--- src/rtl/booth_mult16.sv ---
// booth_mult16: iterative radix-2 Booth multiplier, signed WIDTH x WIDTH -> 2*WIDTH product.
// Latency: done is visible WIDTH clocks after the accepted start edge. Throughput is one result per WIDTH+1 clocks.
// Backpressure: start is ignored while busy. It is accepted in IDLE, and in DONE for back-to-back issue.
//
// Ports:
//   clk, rst_n  - rising-edge clock, asynchronous active-low reset
//   start       - request; sampled when not busy, latches a/b
//   a, b        - signed multiplicand / multiplier
//   busy        - high while the Booth steps are iterating
//   done        - one-cycle pulse when product is updated
//   product     - signed result, held until the next completion

module booth_mult16 #(
    parameter int WIDTH = 16
) (
    input  logic                 clk,
    input  logic                 rst_n,
    input  logic                 start,
    input  logic [WIDTH-1:0]     a,
    input  logic [WIDTH-1:0]     b,
    output logic                 busy,
    output logic                 done,
    output logic [2*WIDTH-1:0]   product
);

    localparam int CW = $clog2(WIDTH + 1);

    typedef enum logic [1:0] {
        S_IDLE = 2'd0,
        S_RUN  = 2'd1,
        S_DONE = 2'd2
    } state_t;

    state_t             r_state;
    state_t             w_state_nxt;

    // The accumulator and multiplicand are one bit wider than the operands.
    // This lets -2^(WIDTH-1) be negated without overflow.
    logic [WIDTH:0]     r_acc;
    logic [WIDTH-1:0]   r_mq;
    logic               r_q_m1;
    logic [WIDTH:0]     r_mcand;
    logic [WIDTH:0]     r_neg_mcand;
    logic [CW-1:0]      r_count;
    logic [2*WIDTH-1:0] r_product;

    logic               w_load;
    logic               w_last;
    logic [WIDTH:0]     w_mcand_ext;
    logic [WIDTH:0]     w_sum;
    logic [WIDTH:0]     w_acc_nxt;
    logic [WIDTH-1:0]   w_mq_nxt;

    assign w_load      = start && (r_state != S_RUN);
    assign w_last      = (r_state == S_RUN) && (r_count == CW'(1));
    assign w_mcand_ext = {a[WIDTH-1], a};

    // Next-state logic.
    always_comb begin
        w_state_nxt = r_state;
        case (r_state)
            S_IDLE:  if (start) w_state_nxt = S_RUN;
            S_RUN:   if (r_count == CW'(1)) w_state_nxt = S_DONE;
            S_DONE:  w_state_nxt = start ? S_RUN : S_IDLE;
            default: w_state_nxt = S_IDLE;
        endcase
    end

    always_ff @(posedge clk or negedge rst_n) begin
        if (!rst_n) r_state <= S_IDLE;
        else        r_state <= w_state_nxt;
    end

    // Booth recode on {mq[0], q_m1}: 01 adds the multiplicand, 10 subtracts it.
    // The 17-bit add wraps, so the carry-out is dropped.
    always_comb begin
        w_sum = r_acc;
        case ({r_mq[0], r_q_m1})
            2'b01:   w_sum = r_acc + r_mcand;
            2'b10:   w_sum = r_acc + r_neg_mcand;
            default: w_sum = r_acc;
        endcase
    end

    // Arithmetic right shift of {acc, mq, q_m1}. The sign bit of the sum is replicated.
    assign w_acc_nxt = {w_sum[WIDTH], w_sum[WIDTH:1]};
    assign w_mq_nxt  = {w_sum[0], r_mq[WIDTH-1:1]};

    always_ff @(posedge clk or negedge rst_n) begin
        if (!rst_n) begin
            r_acc       <= '0;
            r_mq        <= '0;
            r_q_m1      <= 1'b0;
            r_mcand     <= '0;
            r_neg_mcand <= '0;
            r_count     <= '0;
            r_product   <= '0;
        end else if (w_load) begin
            r_acc       <= '0;
            r_mq        <= b;
            r_q_m1      <= 1'b0;
            r_mcand     <= w_mcand_ext;
            r_neg_mcand <= ~w_mcand_ext + 1'b1;
            r_count     <= CW'(WIDTH);
        end else if (r_state == S_RUN) begin
            r_acc   <= w_acc_nxt;
            r_mq    <= w_mq_nxt;
            r_q_m1  <= r_mq[0];
            r_count <= r_count - 1'b1;
            // The product is taken from the post-shift value of the final step.
            if (w_last) r_product <= {w_acc_nxt[WIDTH-1:0], w_mq_nxt};
        end
    end

    // Status outputs decode the state directly. Reset therefore clears them without a clock edge.
    assign busy    = (r_state == S_RUN);
    assign done    = (r_state == S_DONE);
    assign product = r_product;

endmodule

--- config.mk ---
export PLATFORM = sky130hd
export DESIGN_NAME = booth_mult16
export DESIGN_NICKNAME = d
export VERILOG_FILES = /design/src/rtl/booth_mult16.sv
export SDC_FILE = /design/constraint.sdc
export NUM_CORES = 1
export LEC_CHECK = 0
export CAP_MARGIN = 0
export CORE_ASPECT_RATIO = 0.8
export CORE_UTILIZATION = 30
export DETAILED_ROUTE_END_ITERATION = 10
export PLACE_DENSITY = 0.58
export SLEW_MARGIN = 30
export SYNTH_ARGS = -nofsm -noshare
export SYNTH_HDL_FRONTEND = slang
export SYNTH_SLANG_ARGS = --single-unit
export TNS_END_PERCENT = 100
--- constraint.sdc ---
create_clock -name clk -period 3.9 [get_ports clk]
set_input_delay 0.78 -clock clk [delete_from_list [all_inputs] [get_ports clk]]
set_output_delay 0.78 -clock clk [all_outputs]
set_load 0.005 [all_outputs]
==> insert_results.sql <==
INSERT INTO impl_metrics (metric_group, metric, value, unit) VALUES
('logic_synthesis', 'post_synth.cell_area_avg', '9.762', 'sq um'),
('sta', 'finalHoldViolations', '0', ''),
('placement', 'dp_hpwl', '8871', 'um'),
('detailed_routing', 'antenna_left', '0', ''),
('global_routing', 'antenna_found_initial', '0', ''),
('power_and_ir_drop', 'power.share.clock', '15.4', '%'),
('power_and_ir_drop', 'power.static_leakage', '2.937', 'nW'),
('floorplanning', 'die-width', '152.2', 'um'),
('power_and_ir_drop', 'gate_power_share', '51.7', '%'),
('detailed_routing', 'detail_route.first_pass.iterations', '4', ''),
('critical_path', 'crit_path_max_fanout', '7', ''),
('clocking', 'post_cts.resized_instances', '0', ''),
('final_layout', 'ff_latch_area', '0.002603', 'sq mm'),
('clocking', 'clock_insertion_delay_worst_skew', '0.35', 'ns'),
('final_layout', 'multiInputGateArea', '0.002666', 'sq mm'),
('placement', 'postPlaceCellArea', '0.006322', 'sq mm'),
('logic_synthesis', 'netlist_top_cells_area', 'sky130_fd_sc_hd__dfrtp_1 48%, sky130_fd_sc_hd__nand2_1 7.9%, sky130_fd_sc_hd__mux2_2 6.2%, sky130_fd_sc_hd__o21ai_0 5.9%, sky130_fd_sc_hd__ha_1 4.6%', ''),
('logic_synthesis', 'mapped_cells', '555', ''),
('logic_synthesis', 'synth_enable_flop_cells', '0', ''),
('final_layout', 'antennaDiodeCount', '0', ''),
('clocking', 'ctsRootBufferMaster', 'sky130_fd_sc_hd__clkbuf_16', ''),
('logic_synthesis', 'post_synth_fa_ha_maj_area_fraction', '4.988', '%'),
('sta', 'whs', '0.4744', 'ns'),
('clocking', 'tritoncts_num_sinks', '104', ''),
('detailed_routing', 'num_vias', '4117', ''),
('critical_path', 'cpPeakStageDelay', '0.48', 'ns'),
('floorplanning', 'io_pins', '69', ''),
('global_routing', 'grt_first_pass_wirelength', '20710', 'um'),
('clocking', 'cts_max_path_buffers', '2', ''),
('run_status', 'status', 'finished, final reports clean', ''),
('logic_synthesis', 'postSynth.asyncResetShare', '100.0', '%'),
('clocking', 'tritoncts.num_buffers', '9', ''),
('final_layout', 'flow.area_growth_from_synthesis', '22.12', '%'),
('logic_synthesis', 'synthMuxAreaShare', '10.48', '%'),
('logic_synthesis', 'ys_types', '53', ''),
('detailed_routing', 'vias_per_cell', '4.901', ''),
('sta', 'fin_worst_skew', '0.008073', 'ns'),
('logic_synthesis', 'post_synth_and_or_nand_nor_area_fraction', '15.08', '%'),
('logic_synthesis', 'ys_seq_area_share', '48.04', '%'),
('clocking', 'clkSlewWorstSetupHoldPaths', '0.07', 'ns'),
('global_routing', 'grt_start_max_net_pins', '84', ''),
('logic_synthesis', 'synthesized_nets', '611', ''),
('critical_path', 'timing_worst_setup_path_type', 'flip-flop to flip-flop', ''),
('logic_synthesis', 'ys_warn_count', '0', ''),
('final_layout', 'final_design_area_no_fill', '0.006616', 'sq mm'),
('floorplanning', 'rows', '43', ''),
('clocking', 'postCtsHoldBufs', '0', ''),
('logic_synthesis', 'netlist_area', '0.005418', 'sq mm'),
('power_and_ir_drop', 'power_report.internal_total', '0.003534', 'W'),
('floorplanning', 'die-height', '122.2', 'um'),
('final_layout', 'post-route-util', '37.84', '%'),
('floorplanning', 'start_util', '30.98', '%'),
('logic_synthesis', 'synth_top_family_by_area', 'simple AND/OR/NAND/NOR gates', ''),
('logic_synthesis', 'synth.largest_area_cell', 'sky130_fd_sc_hd__dfrtp_1', ''),
('placement', 'port_buffers', '68', ''),
('final_layout', 'drive_gt1_share', '11.22', '%'),
('final_layout', 'design.final.nets', '667', ''),
('placement', 'gp_routability_congestion', '0.7889', ''),
('detailed_routing', 'drt-total-wl', '12220', 'um'),
('critical_path', 'crit_required', '4.11', 'ns'),
('detailed_routing', 'drt_first_iter_violations', '227', ''),
('clocking', 'cts_max_level', '3', ''),
('critical_path', 'timing.critical_path.arrival', '3.48', 'ns'),
('logic_synthesis', 'synth-seq-cells', '104', ''),
('final_layout', 'most-common-layout-cells', '114 x sky130_fd_sc_hd__nand2_1, 104 x sky130_fd_sc_hd__dfrtp_1, 67 x sky130_fd_sc_hd__clkdlybuf4s50_1', ''),
('global_routing', 'grt_overflow_total', '0', ''),
('sta', 'achievable-frequency', '0.3066', 'GHz'),
('power_and_ir_drop', 'power_density_of_the_placed_cells', '895.3', 'mW/mm^2'),
('global_routing', 'first_global_vias', '4088', ''),
('placement', 'dp_slack', '0.6687', 'ns'),
('min_path', 'timing.hold.worst.class', 'flip-flop to flip-flop', '');
## critical path, delay by kind of cell (launching register included)
family                   cells  cell delay (ns)
AO/OA/AOI/OAI                6             1.35
XOR/XNOR                     1             0.18
adder cells (fa/ha/maj)      2             0.76
buffers and inverters        1             0.07
flip-flops                   1             0.36
multiplexers                 1             0.39
## path summary, 6_finish.rpt
kind                                                     to  slack [ns]  cells after the start
worst max-delay path                  r_acc[15]$_DFFE_PN0P_        0.64                     11
worst min-delay path                 product[3]$_DFFE_PN0P_        0.47                      2
worst max register to register        r_acc[15]$_DFFE_PN0P_        0.64                     11
worst min register to register       product[3]$_DFFE_PN0P_        0.47                      2
max in group asynchronous       r_neg_mcand[11]$_DFFE_PN0P_        2.63                      2
min in group asynchronous           product[11]$_DFFE_PN0P_        0.48                      1
## routing by layer
| metal | GRT usage (%) | part of all wire, % |
|---|---|---|
| met1 | 17.55 | 46 |
| met2 | 24.28 | 50 |
| met3 | 3.522 | 3.3 |
| met4 | 3.316 | 0.74 |
| met5 | 0 | 0 |
## final cells by class
type	instances	share of cell area, %
sequential	104	39.33
clock buffer	9	3.404
clock inverter	6	1.040
timing repair buffer	75	11.10
inverter	10	0.5673
multi-input combinational	411	40.30
tap	225	4.255
## cell usage after synthesis, types with 3 or more instances
master                       n
sky130_fd_sc_hd__nor2_1     23
sky130_fd_sc_hd__ha_1       20
sky130_fd_sc_hd__and3_1      3
sky130_fd_sc_hd__mux2_2     30
sky130_fd_sc_hd__o31ai_1     6
sky130_fd_sc_hd__nand2_1   114
sky130_fd_sc_hd__a21oi_1    22
sky130_fd_sc_hd__inv_1       7
sky130_fd_sc_hd__mux2i_1    23
sky130_fd_sc_hd__xnor2_1    10
sky130_fd_sc_hd__o21a_1      3
sky130_fd_sc_hd__clkinv_1    3
sky130_fd_sc_hd__a211oi_1    4
sky130_fd_sc_hd__clkbuf_1   24
sky130_fd_sc_hd__o21ai_0    64
sky130_fd_sc_hd__dfrtp_1   104
sky130_fd_sc_hd__o21ai_1     6
sky130_fd_sc_hd__xor2_1     14
sky130_fd_sc_hd__a21o_1      7
sky130_fd_sc_hd__nand3_1    17
sky130_fd_sc_hd__nor2b_1     5
sky130_fd_sc_hd__buf_1       5
sky130_fd_sc_hd__nor3_1      6
## state kept, by name, summed over array words and instances (netlist names)
name,count
product,32
r_acc,16
r_mcand,16
r_mq,16
r_neg_mcand,16
r_count,5
r_state,2
r_q_m1,1
## power by group through the flow
stage / sequential [W] / combinational (W) / clock (W)
after CTS: 0.00196 / 0.00310 / 0.000939
after global routing: 0.00203 / 0.00346 / 0.000986
after floorplan: 0.00189 / 0.00216 / 0
after global placement: 0.00196 / 0.00300 / 0
after detailed placement: 0.00197 / 0.00309 / 0
final: 0.00195 / 0.00306 / 0.000910
## cell families (layout without fill, tap and decap cells)
| kind of cell | Yosys count | count (layout) |
|---|---|---|
| AOI/OAI and AO/OA | 129 | 129 |
| xor gates and xnor gates | 25 | 25 |
| adders and majority gates | 21 | 21 |
| buffers and inverters | 40 | 100 |
| DFF | 104 | 104 |
| muxes | 53 | 53 |
| and+or+nand+nor | 183 | 183 |
## metrics by stage
step,cells,power (W)
after floorplan,555,0.004051
after global placement,825,0.004958
after detailed placement,825,0.005064
after CTS,840,0.006001
after global routing,840,0.006473
final,840,0.005924
Power figures use the tool's default switching activity.
